`config.mk`:
```
export PLATFORM = sky130hd
export DESIGN_NAME = hdlc_deframer
export DESIGN_NICKNAME = d
export VERILOG_FILES = /design/src/rtl/hdlc_pkg.sv /design/src/rtl/hdlc_crc16.sv /design/src/rtl/hdlc_deframer.sv
export SDC_FILE = /design/constraint.sdc
export NUM_CORES = 1
export LEC_CHECK = 0
export BUFFER_PORTS_ARGS = -buffer_cell sky130_fd_sc_hd__buf_2
export CORE_MARGIN = 5
export CORE_UTILIZATION = 50
export CTS_CLUSTER_DIAMETER = 120
export DETAILED_ROUTE_END_ITERATION = 6
export HOLD_SLACK_MARGIN = 0.12
export PLACE_DENSITY = 0.76
export SYNTH_ARGS = -nofsm -noshare
export SYNTH_HDL_FRONTEND = slang
export SYNTH_SLANG_ARGS = --single-unit
```
`constraint.sdc`:
```
create_clock -name clk -period 5.3 [get_ports clk]
set_input_delay 0.265 -clock clk [delete_from_list [all_inputs] [get_ports clk]]
set_output_delay 0.265 -clock clk [all_outputs]
set_load 0.03 [all_outputs]
```
`src/rtl/hdlc_pkg.sv`:
```
// hdlc_pkg
//   Shared types and constants for the HDLC receive path.
//   - state_e     : deframer FSM states
//   - WIN_W       : width of the accepted-bit window
//   - RSV_BITS    : bits held back as a possible closing flag
//   - CNT_W       : width of the window bit count
//   - CRC_POLY    : reflected CRC-16/X.25 polynomial
//   - CRC_INIT    : CRC preset value
//   - CRC_RESIDUE : CRC value left after a frame with a good FCS
package hdlc_pkg;

  typedef enum logic [1:0] {
    HUNT = 2'd0,
    OPEN = 2'd1,
    DATA = 2'd2
  } state_e;

  localparam int WIN_W    = 15;
  localparam int RSV_BITS = 7;
  localparam int CNT_W    = 4;

  localparam logic [15:0] CRC_POLY    = 16'h8408;
  localparam logic [15:0] CRC_INIT    = 16'hFFFF;
  localparam logic [15:0] CRC_RESIDUE = 16'hF0B8;

endpackage

```
`src/rtl/hdlc_crc16.sv`:
```
// hdlc_crc16
//   Byte-wide CRC-16/X.25 accumulator (reflected, LSB of data first).
//   Ports:
//     clk   in   clock, rising edge
//     reset in   synchronous active-high reset, presets crc to CRC_INIT
//     init  in   re-preset crc to CRC_INIT (has priority over en)
//     en    in   fold data into crc this cycle
//     data  in   [7:0] byte to fold in
//     crc   out  [15:0] current CRC register
module hdlc_crc16
  import hdlc_pkg::*;
(
  input  logic        clk,
  input  logic        reset,
  input  logic        init,
  input  logic        en,
  input  logic [7:0]  data,
  output logic [15:0] crc
);

  logic [15:0] crc_nxt;

  always_comb begin
    crc_nxt = crc;
    for (int i = 0; i < 8; i++) begin
      if (crc_nxt[0] ^ data[i]) crc_nxt = (crc_nxt >> 1) ^ CRC_POLY;
      else                      crc_nxt = crc_nxt >> 1;
    end
  end

  always_ff @(posedge clk) begin
    if (reset)     crc <= CRC_INIT;
    else if (init) crc <= CRC_INIT;
    else if (en)   crc <= crc_nxt;
  end

endmodule

```
`src/rtl/hdlc_deframer.sv`:
```
// hdlc_deframer
//   Recovers HDLC payload bytes from a destuffed serial bit stream. An
//   upstream stage flags, one cycle late, which bit was a stuffed zero,
//   closed a flag, or belonged to a run of seven or more ones.
//
//   Optional feature: define HDLC_DEFRAMER_FCS_EN to check the CRC-16/X.25
//   FCS; otherwise fcs_ok simply follows frame_done.
//
//   Parameters:
//     MAX_BYTES   maximum bytes per frame, FCS bytes included
//   Ports:
//     clk         in   clock, rising edge
//     reset       in   synchronous active-high reset
//     in          in   raw serial line bit
//     disc        in   previous bit was a stuffed zero
//     flag        in   previous bit closed a flag
//     err         in   seven or more consecutive ones seen
//     out_valid   out  one-cycle payload byte strobe
//     out_data    out  [7:0] payload byte, first received bit in bit 0
//     out_sof     out  first byte of a frame (only with out_valid)
//     frame_done  out  frame closed on an octet boundary
//     frame_abort out  frame abandoned (misaligned, line error, too long)
//     fcs_ok      out  FCS good, meaningful only with frame_done
//
//   state | meaning
//   HUNT  | out of sync, line bits ignored until a flag
//   OPEN  | flag seen, no byte of the frame emitted yet
//   DATA  | at least one byte of the frame emitted
module hdlc_deframer
  import hdlc_pkg::*;
#(
  parameter int MAX_BYTES = 64
) (
  input  logic       clk,
  input  logic       reset,
  input  logic       in,
  input  logic       disc,
  input  logic       flag,
  input  logic       err,
  output logic       out_valid,
  output logic [7:0] out_data,
  output logic       out_sof,
  output logic       frame_done,
  output logic       frame_abort,
  output logic       fcs_ok
);

  localparam int BC_W = $clog2(MAX_BYTES + 2);

  state_e state, state_nxt;

  logic             in_d;
  logic [WIN_W-1:0] window;
  logic [CNT_W-1:0] count;
  logic [BC_W-1:0]  byte_cnt;

  logic             accept;
  logic             full;
  logic             over;
  logic             emit;
  logic             open_entry;
  logic             sof_nxt;
  logic             done_nxt;
  logic             abort_nxt;
  logic [WIN_W-1:0] win_acc;

  // state register
  always_ff @(posedge clk) begin
    if (reset) state <= HUNT;
    else       state <= state_nxt;
  end

  // next state; err outranks flag, flag outranks everything else
  always_comb begin
    state_nxt = state;
    case (state)
      HUNT: begin
        if (!err && flag) state_nxt = OPEN;
      end
      OPEN: begin
        if (err)       state_nxt = HUNT;
        else if (flag) state_nxt = OPEN;
        else if (over) state_nxt = HUNT;
        else if (emit) state_nxt = DATA;
      end
      DATA: begin
        if (err)       state_nxt = HUNT;
        else if (flag) state_nxt = OPEN;
        else if (over) state_nxt = HUNT;
      end
      default: state_nxt = HUNT;
    endcase
  end

  // output / datapath decode
  always_comb begin
    accept     = (state != HUNT) && !err && !flag && !disc;
    win_acc    = window | (WIN_W'(in_d) << count);
    // the accept that fills the window releases its oldest byte; the
    // newest RSV_BITS bits stay behind in case they are a closing flag
    full       = accept && (count == CNT_W'(WIN_W - 1));
    over       = full && (byte_cnt == BC_W'(MAX_BYTES));
    emit       = full && !over;
    open_entry = !err && flag;
    sof_nxt    = emit && (state == OPEN);
    done_nxt   = (state == DATA) && !err && flag && (count == CNT_W'(RSV_BITS));
    abort_nxt  = ((state == DATA) && (err || (flag && (count != CNT_W'(RSV_BITS)))))
                 || over;
  end

  always_ff @(posedge clk) begin
    if (reset) begin
      in_d        <= 1'b0;
      window      <= '0;
      count       <= '0;
      byte_cnt    <= '0;
      out_valid   <= 1'b0;
      out_data    <= '0;
      out_sof     <= 1'b0;
      frame_done  <= 1'b0;
      frame_abort <= 1'b0;
    end else begin
      in_d        <= in;
      out_valid   <= emit;
      out_sof     <= sof_nxt;
      frame_done  <= done_nxt;
      frame_abort <= abort_nxt;
      if (emit) out_data <= win_acc[7:0];

      if (open_entry || (state_nxt == HUNT)) begin
        window <= '0;
        count  <= '0;
      end else if (full) begin
        window <= {8'b0, win_acc[WIN_W-1:8]};
        count  <= CNT_W'(RSV_BITS);
      end else if (accept) begin
        window <= win_acc;
        count  <= count + 1'b1;
      end

      if (open_entry) byte_cnt <= '0;
      else if (emit)  byte_cnt <= byte_cnt + 1'b1;
    end
  end

`ifdef HDLC_DEFRAMER_FCS_EN
  logic [15:0] crc;
  logic        fcs_ok_q;

  hdlc_crc16 u_crc (
    .clk   (clk),
    .reset (reset),
    .init  (open_entry),
    .en    (emit),
    .data  (win_acc[7:0]),
    .crc   (crc)
  );

  // the last byte is folded in at least one cycle before the closing
  // flag is recognised, so crc already holds the full residue here
  always_ff @(posedge clk) begin
    if (reset) fcs_ok_q <= 1'b0;
    else       fcs_ok_q <= done_nxt && (crc == CRC_RESIDUE)
                           && (byte_cnt >= BC_W'(3));
  end

  assign fcs_ok = fcs_ok_q;
`else
  assign fcs_ok = frame_done;
`endif

endmodule

```
==> results_dict.tcl, run 1 <==
set metrics [dict create \
    outcome "completed" \
    port_buffers 18 \
    rr_endpoint "byte_cnt[3]" \
    power.static_leakage_nw 0.680 \
    combinational_family_with_the_most_area_after_synthesis "simple AND/OR/NAND/NOR gates" \
    postSynthAreaPerCell_um2 8.08 \
    layout.nets 247 \
    timing.max_slew.rel_slack 0.329 \
    mappedNetlistArea_um2 1830 \
    finalWirelength_mm 4.04 \
    synth_ff_type "dfxtp_1" \
    dr.first_iter.drc_count 188 \
    synth_compound_gate_area_share 0.173 \
    ys_top_cells_by_area "dfxtp_1, a21oi_1, nor2_1" \
    worst-path-stages 5 \
    share_of_cells_above_drive_strength_1 0.127 \
    tritoncts "built" \
    final.min_clock_period_ps 2500 \
    grt_use_total 0.171 \
    holdBufCountCts 0 \
    antennaDiodeCount 0 \
    remaining_drc_errors 0 \
    critical_path.endpoint_type "register" \
    fin_area_um2 2000 \
    worst_r2r_path_depth 5 \
    fmax_ghz 0.400 \
    synth_top_cell_by_area "dfxtp_1" \
    worst-r2r-setup-slack_ps 2800 \
    min-delay-start "in" \
    avgViaCountPerCell 5.75 \
    cell_row_count 22 \
    drv_cap 0 \
    chipHeight_um 70.4 \
    clock-sinks 41 \
    hold_end "in_d" \
    number_of_antenna_violations_at_the_first_check_in_global_routing 0 \
    worst_slew_pin_slew_ps 1000 \
    timing_hold_violations_final 0 \
    placed_wire_length_estimate_mm 2.82 \
    grt_max_degree 25 \
    postCtsSetupRepairBufs 0 \
    synth.area.mux_share 0 \
    worst-setup-path-type "reg2reg" \
    syn2layout_area_growth_pct 9.66 \
    timing.final.crit_share 0.471 \
    slowest_delay_ps 730 \
    htreeDepth 2 \
    crit_arrival_ps 2720 \
    power_mw 0.526 \
    core_um2 3610 \
    ir_worst_vdd_v 0.000208 \
    yosys_register_bits 41 \
    die_x_extent_um 70.4 \
    finClkSkew_ps 3.39 \
    p_per_area_nw_per_um2 262 \
    r2r_startpoint "count[1]" \
    worst_ep_required_time_ps 5530 \
    synthCells 226 \
    cts_inserted_buffers 5 \
    die-area_um2 4960 \
    setup-violations-final 0 \
    share_of_the_yosys_chip_area_belonging_to_registers 0.449 \
    crit_path_buffers_inverters 0 \
    postRouteAntennaNets 0 \
    yosys.area_share.xor_xnor 0.0192 \
    synth_edf_count 0 \
    yosysWarningCount 0 \
    syn-num-nets 236 \
    critical-path-top-delay-family "simple AND/OR/NAND/NOR gates" \
    cts_max_path_buffers 2 \
    ys_async_sr_fraction 0 \
    yosys.area.top_type_share 0.449 \
    clock_root_buffer_master "clkbuf_8" \
    hp-class "in2reg" \
    setup_tns_after_final_layout_ps 0 \
    grt_pass1_vias 1483 \
    synthAdderAreaFrac 0.0274 \
    synth_simple_gate_area_share 0.288 \
    path_cells "ha_1 -> nand3_1 -> or3_1 -> or4_1 -> a21oi_1" \
    clk_transition_reported_paths_ps 70 \
    globalplace.congestion 0.912 \
    slowest_stage "or3_1" \
    routed-via-count 1638 \
    critPathMaxFanout 24 \
    min_delay_path_depth 2 \
    grt_setup_unrepaired "false" \
    drt-wirelength-per-cell_um 14.2 \
    drt_pass1_iterations 4 \
    ioPinCount 19 \
    number_of_distinct_library_cells_after_synthesis 35 \
    clk_latency_ps 290 \
    post_cts_resized 0 \
    overflow 0 \
    slew_violations 0 \
    initial_core_util 0.507 \
    wire_length_of_the_first_global_routing_pass_mm 6.80 \
    nature_of_the_critical_path_startpoint "register" \
    dpl-instance-area_um2 1920 \
]
## routing by layer
metal	GRT usage	vias up	wire (um)
met5	0	-	0
met1	0.222	749	1920
met4	0.0702	0	64
met2	0.261	49	1810
met3	0.0518	6	242
li1	-	834	-
## how the worst max path moves through the flow
stage	endpoint	startpoint
6_report	byte_cnt[3]	count[1]
5_1_grt	window[7]	count[0]
4_1_cts	byte_cnt[3]	count[0]
3_5_place_dp	window[2]	count[0]
3_3_place_gp	byte_cnt[3]	count[0]
2_1_floorplan	out_sof	count[0]
## registers in the layout (all words and copies together), names as in the netlist
signal	count
window	15
byte_cnt	7
out_valid	1
state	2
out_data	8
fcs_ok	1
out_sof	1
count	4
in_d	1
frame_abort	1
## cell type report
type	count	area (um2)
well taps	48	60.1
clock buffers	7	86.3
repair buffers	18	90.1
fillers	357	1600
multi-input cells	166	927
inverters	5	18.8
flip-flops and latches	41	821
## synth_stat cells (all sizes together), types with 4 or more instances
cell and number:
dfxtp 41, nor2 36, a21oi 29, nor3 16, o21ai 14, nor4 11
clkbuf 10, nand3 10, a211oi 5, inv 5, nand2 5, buf 4
ha 4, nand2b 4, or3 4, xnor2 4
## power by group
part | total, mW | switching [mW] | leakage [nW] | internal, mW
combinational | 0.0130 | 0.00866 | 0.305 | 0.00430
clock | 0.203 | 0.0994 | 0.0443 | 0.103
sequential | 0.310 | 0.00131 | 0.330 | 0.309
## through the flow
| stage | std cells | utilization | setup slack [ps] | hold WS [ps] |
|---|---|---|---|---|
| 2_1_floorplan | 226 | - | 3200 | 337 |
| 3_3_place_gp | 278 | 0.532 | 2950 | 448 |
| 3_5_place_dp | 278 | 0.532 | 2840 | 457 |
| 4_1_cts | 285 | 0.556 | 2840 | 218 |
| 5_1_grt | 285 | 0.556 | 2600 | 223 |
| 6_report | 285 | 0.556 | 2800 | 221 |
## logic make-up after synthesis
logic type / Yosys count
and+or+nand+nor: 102
AOI/OAI and AO/OA: 56
DFF: 41
buffers and inverters: 19
xor gates and xnor gates: 4
adders and majority gates: 4
## placed cells by master, fill, tap and decap left out
| master | Yosys | final |
|---|---|---|
| o211ai_1 | 1 | 1 |
| o21bai_1 | 1 | 1 |
| o21ai_2 | 1 | 1 |
| nand2_1 | 5 | 5 |
| or4b_2 | 1 | 1 |
| a31oi_1 | 3 | 3 |
| clkbuf_1 | 10 | 1 |
| a311oi_1 | 1 | 1 |
| a211oi_1 | 5 | 5 |
| dfxtp_1 | 41 | 41 |
| or3_4 | 1 | 1 |
| xnor2_1 | 4 | 4 |
| or3_1 | 3 | 3 |
| nand3b_1 | 3 | 3 |
| or3b_2 | 1 | 1 |
| a2bb2oi_1 | 1 | 1 |
| nor4_1 | 11 | 11 |
| ha_1 | 4 | 4 |
| or2_2 | 1 | 1 |
| o21ai_0 | 13 | 13 |
| and3_1 | 3 | 3 |
| or4_1 | 2 | 2 |
| buf_2 | 3 | 18 |
| nor4b_1 | 1 | 1 |
| nor2b_1 | 2 | 2 |
| a41oi_1 | 1 | 1 |
| nor2_2 | 1 | 1 |
| a21oi_1 | 29 | 29 |
| nand2b_1 | 4 | 4 |
| nand3_1 | 10 | 10 |
| nor2_1 | 35 | 35 |
| and2_1 | 2 | 2 |
| clkbuf_8 | 0 | 6 |
| nor3_1 | 16 | 16 |
| inv_1 | 5 | 5 |
(Power assumes the default switching activity.)
==> run 2: changes to the inputs <==
--- a/config.mk
+++ b/config.mk
@@ -11,7 +11,7 @@
 export CTS_CLUSTER_DIAMETER = 120
 export DETAILED_ROUTE_END_ITERATION = 6
 export HOLD_SLACK_MARGIN = 0.12
-export PLACE_DENSITY = 0.76
+export PLACE_DENSITY = 0.79
 export SYNTH_ARGS = -nofsm -noshare
 export SYNTH_HDL_FRONTEND = slang
 export SYNTH_SLANG_ARGS = --single-unit
==> constraint.sdc (replaced) <==
create_clock -name clk -period 2.1 [get_ports clk]
set_input_delay 0.105 -clock clk [delete_from_list [all_inputs] [get_ports clk]]
set_output_delay 0.105 -clock clk [all_outputs]
set_load 0.03 [all_outputs]
==> run 2 against run 1 <==
  * Clock power up 130%
  * Sequential cell count unchanged
  * Clock skew about the same
  * Utilization up 3.1 points
  * Critical path type is now in2reg
  * Setup slack worse by 2700 ps
  * Register-to-register slack worse by 2600 ps
  * Non-clock buffer count up 13
  * Critical path depth up 1
==> results_dict.tcl, run 2 (same netlist as run 1, synthesis figures left out) <==
set metrics [dict create \
    wire_length_of_the_first_global_routing_pass_mm 7.06 \
    register_area_um2 821 \
    dpl-instance-area_um2 2000 \
    clock-sinks 41 \
    routed-via-count 1670 \
    dr.first_iter.drc_count 145 \
    multiInputGateArea_um2 947 \
    finalWirelength_mm 4.22 \
    clockPowerShare 0.365 \
    seqPwrFrac 0.608 \
    p_per_area_nw_per_um2 610 \
    ir_worst_vdd_v 0.000544 \
    remaining_drc_errors 0 \
    timing.final.crit_share 0.942 \
    worst_slew_pin_slew_ps 563 \
    grt_pass1_vias 1518 \
    port_buffers 18 \
    combinationalPowerShare 0.028 \
    grt_setup_unrepaired "false" \
    overflow 0 \
    grt_max_degree 17 \
    internal_power_of_the_cells_mw 1.01 \
    share_of_cells_above_drive_strength_1 0.173 \
    globalplace.congestion 0.840 \
    drt_pass1_iterations 4 \
    number_of_antenna_violations_at_the_first_check_in_global_routing 0 \
    clk_latency_ps 290 \
    crit_arrival_ps 2200 \
    fin_area_um2 2110 \
    nature_of_the_critical_path_startpoint "input port" \
    layout_setup_ws_ps 122 \
    post_place_worst_slack_ps 56.0 \
    layout.cells.most_common "dfxtp_1" \
    worst_ep_required_time_ps 2330 \
    timing_hold_violations_final 0 \
    tritoncts "built" \
    hp-class "in2reg" \
    largestRegisters "window: 15 flops, out_data: 8 flops, byte_cnt: 7 flops" \
    avgViaCountPerCell 5.62 \
    power.static_leakage_nw 0.741 \
    drv_cap 0 \
    layout_common_cells "dfxtp_1, nor2_1, a21oi_1, buf_2, nor3_1" \
    p_switching_mw 0.277 \
    setup_tns_after_final_layout_ps 0 \
    biggest_register "window" \
    antennaDiodeCount 0 \
    clock_root_buffer_master "clkbuf_8" \
    timing.max_slew.rel_slack 0.624 \
    placed_wire_length_estimate_mm 2.94 \
    fmax_ghz 0.506 \
    swShare 0.215 \
    finClkSkew_ps 3.07 \
    core_um2 3610 \
    initial_core_util 0.507 \
    drt-wirelength-per-cell_um 14.2 \
    syn2layout_area_growth_pct 15.7 \
    cts_max_path_buffers 2 \
    setup-violations-final 0 \
    ioPinCount 19 \
    die-area_um2 4960 \
    postRouteAntennaNets 0 \
    die_x_extent_um 70.4 \
    worst-setup-path-type "in2reg" \
    slew_violations 0 \
    filler_cell_count_in_the_final_layout 330 \
    cts_inserted_buffers 5 \
    cell_row_count 22 \
    critPathMaxFanout 11 \
    layout.nets 260 \
    clk_transition_reported_paths_ps 70 \
    outcome "completed" \
    critical_path.endpoint_type "register" \
    largest_reg_flops 15 \
    final.min_clock_period_ps 1980 \
    chipHeight_um 70.4 \
    htreeDepth 2 \
    grt_use_total 0.177 \
]
==> run 2: worst paths after layout <==
kind / cells past startpoint / from / to / slack (ps)
worst max register to register: 6 / count[0] / byte_cnt[3] / 240
worst max-delay path: 6 / flag / byte_cnt[3] / 120
worst min-delay path: 2 / reset / out_valid / 150
worst min register to register: 2 / window[7] / window[7] / 470
==> run 2: cell type report <==
class | count | area share
multi-input cells | 166 | 0.448
flip-flops and latches | 41 | 0.388
repair buffers | 31 | 0.0912
clock buffers | 5 | 0.0326
well taps | 48 | 0.0284
inverters | 5 | 0.00888
clock inverters | 1 | 0.00237
==> run 2: worst max-delay path, stage by stage <==
cell           delay, ps
dlygate4sd3_1        540
buf_2                160
or3_4                360
or3_4                420
or4_1                480
a21oi_1              140
==> run 2: stage by stage <==
| step | total power [mW] | hold WS [ps] | utilization | cells |
|---|---|---|---|---|
| 2_1_floorplan | 0.818 | 177 | - | 226 |
| 3_3_place_gp | 0.832 | 321 | 0.554 | 289 |
| 3_5_place_dp | 0.833 | 330 | 0.554 | 289 |
| 4_1_cts | 1.30 | 141 | 0.581 | 297 |
| 5_1_grt | 1.33 | 168 | 0.586 | 297 |
| 6_report | 1.29 | 149 | 0.586 | 297 |
==> run 2: power groups by stage <==
stage / clock [mW] / sequential [mW] / combinational, mW
final: 0.470 / 0.783 / 0.0358
after global placement: 0 / 0.801 / 0.0316
after global routing: 0.509 / 0.783 / 0.0400
after CTS: 0.482 / 0.783 / 0.0349
after floorplan: 0 / 0.799 / 0.0191
after detailed placement: 0 / 0.801 / 0.0319
==> run 2: timing repair <==
item	4_1_cts	5_1_grt
setup endpoints to repair	0	16
setup buffers	0	0
endpoints found under the hold margin	2	0
hold buffers	2	0
resized for setup	0	4
==> run 2: routing by layer <==
metal	part of all wire	wire [um]	GRT usage	vias up
met2	0.46	1930	0.271	39
met4	0.012	49	0.0489	0
met3	0.051	213	0.0561	4
met5	0	0	0	-
met1	0.48	2030	0.238	772
li1	-	-	-	855
